File: src/rtl/fp_divider.sv
// Sequential FP32 divider: quotient = num1 / num2.
// A restoring divider produces one quotient bit per clock. Operands and the
// result each travel over a valid/ready handshake. Special operands bypass
// the divider and go straight to DONE.
module fp_divider (
  input  logic        clk,
  input  logic        rst_n,
  input  logic [31:0] num1,
  input  logic [31:0] num2,
  input  logic        in_valid,
  output logic        in_ready,
  output logic [31:0] quotient,
  output logic        div_by_zero,
  output logic        out_valid,
  input  logic        out_ready
);

  // 24 significand bits + 1 normalisation bit + 1 guard bit
  localparam int ITER = 26;
  localparam logic [4:0] LAST_COUNT = 5'(ITER - 1);

  localparam logic [31:0] QNAN = 32'h7FC0_0000;

  typedef enum logic [1:0] {
    IDLE   = 2'd0,
    DIVIDE = 2'd1,
    NORM   = 2'd2,
    DONE   = 2'd3
  } state_t;

  state_t      state_reg, state_next;
  logic        sign_reg;
  logic [7:0]  ea_reg, eb_reg;
  logic [23:0] mb_reg;
  logic [24:0] rem_reg;
  logic [25:0] q_reg;
  logic [4:0]  count_reg;
  logic [31:0] quotient_reg;
  logic        dbz_reg;
  logic        out_valid_reg;

  logic        accept;
  logic        fire;

  // operand fields as presented on the input ports
  logic        sign_in;
  logic [7:0]  ea_in, eb_in;

  // special-case decode
  logic        special;
  logic [31:0] spec_q;
  logic        spec_dbz;

  // restoring divide step
  logic        ge;
  logic [23:0] rem_diff;
  logic [23:0] rem_keep;
  logic [24:0] rem_step;
  logic [25:0] q_step;

  // normalise / round
  logic [22:0]        sig;
  logic               guard;
  logic [23:0]        sig_round;
  logic               carry;
  logic signed [9:0]  ea_ext, eb_ext, bias, carry_ext, e_norm;
  logic [31:0]        norm_q;

  assign in_ready    = (state_reg == IDLE);
  assign accept      = in_valid && (state_reg == IDLE);
  assign fire        = out_valid_reg && out_ready;
  assign quotient    = quotient_reg;
  assign div_by_zero = dbz_reg;
  assign out_valid   = out_valid_reg;

  assign sign_in = num1[31] ^ num2[31];
  assign ea_in   = num1[30:23];
  assign eb_in   = num2[30:23];

  // Special operands, checked in priority order; exponent 0 is treated as zero
  always_comb begin
    special  = 1'b1;
    spec_q   = 32'h0;
    spec_dbz = 1'b0;
    if (ea_in == 8'h00 && eb_in == 8'h00) begin
      spec_q = QNAN;
    end else if (ea_in == 8'hFF && eb_in == 8'hFF) begin
      spec_q = QNAN;
    end else if (ea_in == 8'h00) begin
      spec_q = {sign_in, 31'b0};
    end else if (eb_in == 8'h00) begin
      spec_q   = {sign_in, 8'hFF, 23'b0};
      spec_dbz = 1'b1;
    end else if (ea_in == 8'hFF) begin
      spec_q = {sign_in, 8'hFF, 23'b0};
    end else if (eb_in == 8'hFF) begin
      spec_q = {sign_in, 31'b0};
    end else begin
      special = 1'b0;
    end
  end

  // One restoring step. After a subtraction the remainder is below mb, so the
  // low 24 bits of the difference are exact and the shift never overflows.
  always_comb begin
    ge       = (rem_reg >= {1'b0, mb_reg});
    rem_diff = rem_reg[23:0] - mb_reg;
    rem_keep = ge ? rem_diff : rem_reg[23:0];
    rem_step = {rem_keep, 1'b0};
    q_step   = {q_reg[24:0], ge};
  end

  // Normalise on q[25], round half-up with the guard bit, then range-check.
  // Rounding the 23-bit fraction alone: a carry into bit 23 is exactly the
  // overflow of {1,fraction}, and leaves the fraction bits at zero.
  always_comb begin
    sig       = q_reg[25] ? q_reg[24:2] : q_reg[23:1];
    guard     = q_reg[25] ? q_reg[1]    : q_reg[0];
    sig_round = {1'b0, sig} + {23'b0, guard};
    carry     = sig_round[23];
    ea_ext    = {2'b00, ea_reg};
    eb_ext    = {2'b00, eb_reg};
    bias      = q_reg[25] ? 10'sd127 : 10'sd126;
    carry_ext = {9'b0, carry};
    e_norm    = ea_ext - eb_ext + bias + carry_ext;
    if (e_norm <= 10'sd0) begin
      norm_q = {sign_reg, 31'b0};
    end else if (e_norm >= 10'sd255) begin
      norm_q = {sign_reg, 8'hFF, 23'b0};
    end else begin
      norm_q = {sign_reg, e_norm[7:0], sig_round[22:0]};
    end
  end

  // Next-state decode
  always_comb begin
    state_next = state_reg;
    case (state_reg)
      IDLE:    if (accept) state_next = special ? DONE : DIVIDE;
      DIVIDE:  if (count_reg == LAST_COUNT) state_next = NORM;
      NORM:    state_next = DONE;
      DONE:    if (fire) state_next = IDLE;
      default: state_next = IDLE;
    endcase
  end

  // State register
  always_ff @(posedge clk or negedge rst_n) begin
    if (!rst_n) state_reg <= IDLE;
    else        state_reg <= state_next;
  end

  // Operand capture, divider iteration and result registers
  always_ff @(posedge clk or negedge rst_n) begin
    if (!rst_n) begin
      sign_reg     <= 1'b0;
      ea_reg       <= 8'h0;
      eb_reg       <= 8'h0;
      mb_reg       <= 24'h0;
      rem_reg      <= 25'h0;
      q_reg        <= 26'h0;
      count_reg    <= 5'h0;
      quotient_reg <= 32'h0;
      dbz_reg      <= 1'b0;
    end else begin
      case (state_reg)
        IDLE: begin
          if (in_valid) begin
            sign_reg  <= sign_in;
            ea_reg    <= ea_in;
            eb_reg    <= eb_in;
            mb_reg    <= {1'b1, num2[22:0]};
            rem_reg   <= {2'b01, num1[22:0]};
            q_reg     <= 26'h0;
            count_reg <= 5'h0;
            if (special) begin
              quotient_reg <= spec_q;
              dbz_reg      <= spec_dbz;
            end else begin
              dbz_reg      <= 1'b0;
            end
          end
        end
        DIVIDE: begin
          rem_reg   <= rem_step;
          q_reg     <= q_step;
          count_reg <= count_reg + 5'd1;
        end
        NORM: quotient_reg <= norm_q;
        default: ;
      endcase
    end
  end

  // out_valid follows DONE by one edge and drops on the output handshake
  always_ff @(posedge clk or negedge rst_n) begin
    if (!rst_n) out_valid_reg <= 1'b0;
    else        out_valid_reg <= (state_reg == DONE) && !fire;
  end

endmodule
File: config.mk
export PLATFORM = sky130hd
export DESIGN_NAME = fp_divider
export DESIGN_NICKNAME = d
export VERILOG_FILES = /design/src/rtl/fp_divider.sv
export SDC_FILE = /design/constraint.sdc
export NUM_CORES = 1
export LEC_CHECK = 0
export BUFFER_PORTS_ARGS = -buffer_cell sky130_fd_sc_hd__clkbuf_2
export CAP_MARGIN = 10
export CORE_MARGIN = 2
export CORE_UTILIZATION = 59
export DETAILED_ROUTE_END_ITERATION = 7
export PLACE_DENSITY = 0.79
export SLEW_MARGIN = 10
export SYNTH_ARGS = -nofsm -noshare
export SYNTH_HDL_FRONTEND = slang
export SYNTH_SLANG_ARGS = --single-unit
export TNS_END_PERCENT = 1
File: constraint.sdc
create_clock -name clk -period 6.3 [get_ports clk]
set_clock_uncertainty 0.05 [all_clocks]
set_input_delay 0.315 -clock clk [delete_from_list [all_inputs] [get_ports clk]]
set_output_delay 0.315 -clock clk [all_outputs]
set_load 0.1 [all_outputs]
-- Word-level counts from Yosys, hierarchy flattened
Index checks and enable logic that the tools add are counted.
- input bits: 68
- logic and storage cells: 84
- flip-flop bits (word level): 133
- bitwise gates (word level): 1
- mux-type cells: 37
- magnitude comparators: 3
- reductions and logical operators: 15
- equality and inequality tests: 11
- add/sub/neg operators: 6
- operator list (operator ; count):
    $mux W32 ; 8
    $pmux W32 S2 ; 1
    $mux W31 ; 2
    $pmux W26 S2 ; 1
    $pmux W25 S2 ; 1
    $mux W26 ; 1
    $ge A25 B24 Y1 ; 1
    $mux W25 ; 1
    $add A23 B1 Y24 ; 1
    $mux W24 ; 1
    $sub A24 B24 Y24 ; 1
    $mux W23 ; 1
    $eq A8 B8 Y1 const B ; 2
    $logic_not A8 Y1 ; 2
    $mux W1 ; 13
    $add A10 B2 Y10 ; 1
    $add A9 B8 Y10 ; 1
    $ge A10 B9 Y1 const B ; 1
    $le A10 B1 Y1 const B ; 1
    $pmux W5 S2 ; 1
    $sub A8 B8 Y9 ; 1
    $mux W2 ; 4
    $pmux W2 S4 ; 1
    $ne A2 B2 Y1 const B ; 3
    other kinds (13) ; 22

-- Longest topological paths before layout
- word-level depth: 10
- depth in mapped cells: 23
- gate-level depth less buffers: 18

-- Worst setup path after synthesis
No wires, ideal clock.
- path type: flip-flop to flip-flop
- from: reg q_reg[25]
- to: reg quotient_reg[10], in the netlist quotient[10]
- period minus slack after synthesis: 5083 ps
- slack: 1217 ps
- data arrival time: 4911 ps
- stages on the path, launching flop included: 24
- data required time: 6128 ps
- library setup time: 122 ps
- path buffers: 5
- path through: dfrtp_1 > buf_2 > buf_2 > buf_1 > clkbuf_1 > mux2_2 > ha_1 > nand4_1 > nor4_1 > and2_1 > inv_1 > nor2_1 > nand3_1 > fa_1 > ha_1 > xor2_1 > nor3_1 > nand2_1 > nor4_1 > nand2_1 > mux2i_1 > nor4_4 > buf_6 > a22o_1
- longest elaborated chain between the ends: 7
- elaborated cells on any way between the ends: 11
- those cells by class: 3 x add/sub; 2 x order compare; 6 x mux
- RTL lines (what ; RTL line ; source):
    start: declaration ; 36 ; logic [25:0] q_reg;
    start signal: assignment ; 186 ; q_reg <= q_step;
    $mux W23, or another cell as far along ; 117 ; sig = q_reg[25] ? q_reg[24:2] : q_reg[23:1];
    $add A23 B1 Y24 / $add A9 B8 Y10 (equally long branches) ; 119, 125 ;
    $add A10 B2 Y10 ; 125 ; e_norm = ea_ext - eb_ext + bias + carry_ext;
    $ge A10 B9 Y1 ; 128 ; end else if (e_norm >= 10'sd255) begin
    $mux W31 ; 128 ;
    $mux W31 * ; 126 ; if (e_norm <= 10'sd0) begin
    $pmux W32 S2 * ; 166 ; case (state_reg)
    end signal: assignment ; 177 ; quotient_reg <= spec_q;
    end signal: assignment ; 189 ; NORM: quotient_reg <= norm_q;
    end: declaration ; 38 ; logic [31:0] quotient_reg;
Mark *: on every way between the ends. The rest lies on a longest branch, timed or not.
A chain may end at the register's enable or synchronous reset.

-- Worst setup path after layout
- from: reg q_reg[25]
- to: reg quotient_reg[0], in the netlist quotient[0]
Same word-level chain as after synthesis.

==> results.yml <==
cells_and_area:
  antennaDiodeCount: 0
  layout_commonest_cell: "dfrtp_1"
  fin_nets: 1047
  largest_reg_flops: 32
  fin_util: 0.689
  area_delta_synth_final_pct: 14.3
  final_cell_mix: "dfrtp_1 (133), clkbuf_2 (101), o21ai_0 (55)"
  drive_gt1_frac: 0.212
synth:
  syn_area_per_cell_um2: 9.82
  ys_seq_area_frac: 0.398
  ys_ff_latch: 133
  postSynthCellCount: 852
  yosys.cell_types.count: 74
  synth_edf_count: 0
  yosysWarnings: 0
  synthFlopType: "dfrtp_1"
  synth_async_sr_flop_share: 1.00
  netlist_area_um2: 8370
  syn_nets: 964
clock_network:
  insertion_delay_ns: 0.42
  cts_hold_buf: 1
  cts_buffer_depth: 2
  cts_root_buffer: "clkbuf_16"
  htreeDepth: 4
  cts.clk_slew.worst_paths_ns: 0.06
  cts_num_sinks: 133
  cts-buffers-inserted: 17
  cts-resized-gates: 0
  cts_setup_buffers: 0
  cts_tree: "yes"
drt:
  avgViaCountPerCell: 5.94
  via_count: 6704
  drt_wl_total_um: 18600
  dr.pass1.iters: 5
  drt-initial-drc-count: 433
  drc: 0
  ant_nets: 0
  wl_per_cell_um: 16.5
critical_path:
  crit_family: "simple AND/OR/NAND/NOR gates"
  path_depth: 17
  worst-r2r-setup-slack_ns: 0.88
  path_class: "flop to flop"
  reg2regPathDepth: 17
  worstPathArrival_ns: 5.72
  reg2reg_from: "q_reg[25]"
  critPathMaxFanout: 22
  crit_path_start: "q_reg[25]"
  start_kind: "flop"
  worstPathCellList: "mux2_2 -> ha_1 -> nand4_1 -> nor4_1 -> and2_1 -> inv_1 -> nor2_1 -> nand3_1 -> fa_1 -> ha_1 -> nand2_1 -> mux2_2 -> o2bb2ai_1 -> o2111ai_1 -> mux2i_1 -> nor4_4 -> a22o_1"
  max_stage_delay_ns: 0.91
  end_kind: "flop"
  cpMaxStageDelayCell: "nor4_4"
  r2r_end: "quotient[0]"
  cp_num_buf_inv: 1
  worstPathRequired_ns: 6.60
sta:
  slew_violations: 0
  final-hold-violation-count: 0
  setup_tns_ns: 0
  worst_pin_slew_ns: 1.16
  period_needed_ns: 5.42
  grt_setup_unrepaired: "no"
  relSlewSlack: 0.225
  setup_slack_ns: 0.880
  setup_viol: 0
  timing.final.crit_share: 0.860
  max_freq_mhz: 185
die:
  std_cell_rows: 43
  start_util: 0.603
  boundaryPins: 103
  die_w_um: 123
  die_h_um: 123
  core_um2: 13900
  die_area_um2: 15200
global_route:
  grt_pass1_vias: 6548
  grt_pass1_wl_um: 31300
  grt_antenna_before_repair: 0
  gr-usage-all-layers: 0.262
  grt_max_degree: 82
  overflow: 0
placement:
  place.port_buffers: 102
  globalplace.congestion: 0.902
  place_hpwl_um: 13000
  dp_slack_ns: 1.00
outcome:
  status: "completed"
flow_run:
  cap_violations: 0
hold_path:
  min_path_cells: 2
  min_to: "mb_reg[14]"
  hold_start: "num2[14]"
  hold_class: "primary input to flop"
-- cells by family after synthesis --
logic type / after synthesis / share of synthesized area
AOI/OAI and AO/OA: 243 / 0.203
xor gates and xnor gates: 63 / 0.0668
adders and majority gates: 44 / 0.0685
buffers and inverters: 91 / 0.0433
DFF: 133 / 0.398
muxes: 71 / 0.0919
and+or+nand+nor: 207 / 0.129
-- cells in the mapped netlist (3+ instances only) --
master,n,area share
a21o_1,10,0.0090
a21oi_1,45,0.027
a22o_1,50,0.052
a22oi_1,18,0.016
a31oi_1,10,0.0075
and2_1,8,0.0060
and3_1,5,0.0037
buf_1,6,0.0027
buf_2,5,0.0030
clkbuf_1,32,0.014
dfrtp_1,133,0.40
fa_1,3,0.0072
ha_1,41,0.061
inv_1,46,0.021
mux2_2,47,0.063
mux2i_1,24,0.029
nand2_1,55,0.025
nand2b_1,8,0.0060
nand3_1,22,0.013
nand4_1,10,0.0075
nor2_1,47,0.021
nor2b_1,8,0.0060
nor3_1,11,0.0066
nor4_1,4,0.0030
o2111ai_1,3,0.0031
o211a_1,8,0.0096
o211ai_1,3,0.0027
o21a_1,8,0.0072
o21ai_0,55,0.033
o21ai_1,3,0.0018
o21bai_1,3,0.0027
o31ai_1,5,0.0045
or3_1,4,0.0030
or4_1,5,0.0045
xnor2_1,29,0.030
xor2_1,33,0.035
-- worst max path at each step --
stage,to,slack [ns]
after floorplan,quotient[10],1.22
after global placement,quotient[6],1.12
after detailed placement,quotient[0],1.00
after CTS,quotient[0],0.91
after global routing,quotient[4],0.40
final,quotient[0],0.88
-- through the flow --
step | hold WS, ns | cells | area [um2]
3_5_place_dp | 0.358 | 1095 | 8990
3_3_place_gp | 0.354 | 1095 | 8990
6_report | 0.0742 | 1128 | 9570
2_1_floorplan | -0.0306 | 852 | 8370
5_1_grt | 0.0735 | 1128 | 9570
4_1_cts | 0.0662 | 1128 | 9570
-- metal layers --
layer | GRT usage | wire, um | vias to the layer above
met1 | 0.350 | 8540 | 3239
met5 | 0 | 0 | -
li1 | - | - | 3278
met3 | 0.0392 | 633 | 29
met4 | 0.100 | 365 | 0
met2 | 0.432 | 9070 | 158
-- final cells by class --
cell class	instances	area [um2]
clock buffer	23	468
clock inverter	9	103
fill	1098	4310
inverter	46	173
multi-input combinational	628	4700
sequential	133	3330
tap	180	225
timing repair buffer	109	572
Power is not shown: default switching activity piles up to over one toggle a cycle in this logic, so the estimate is an artifact.
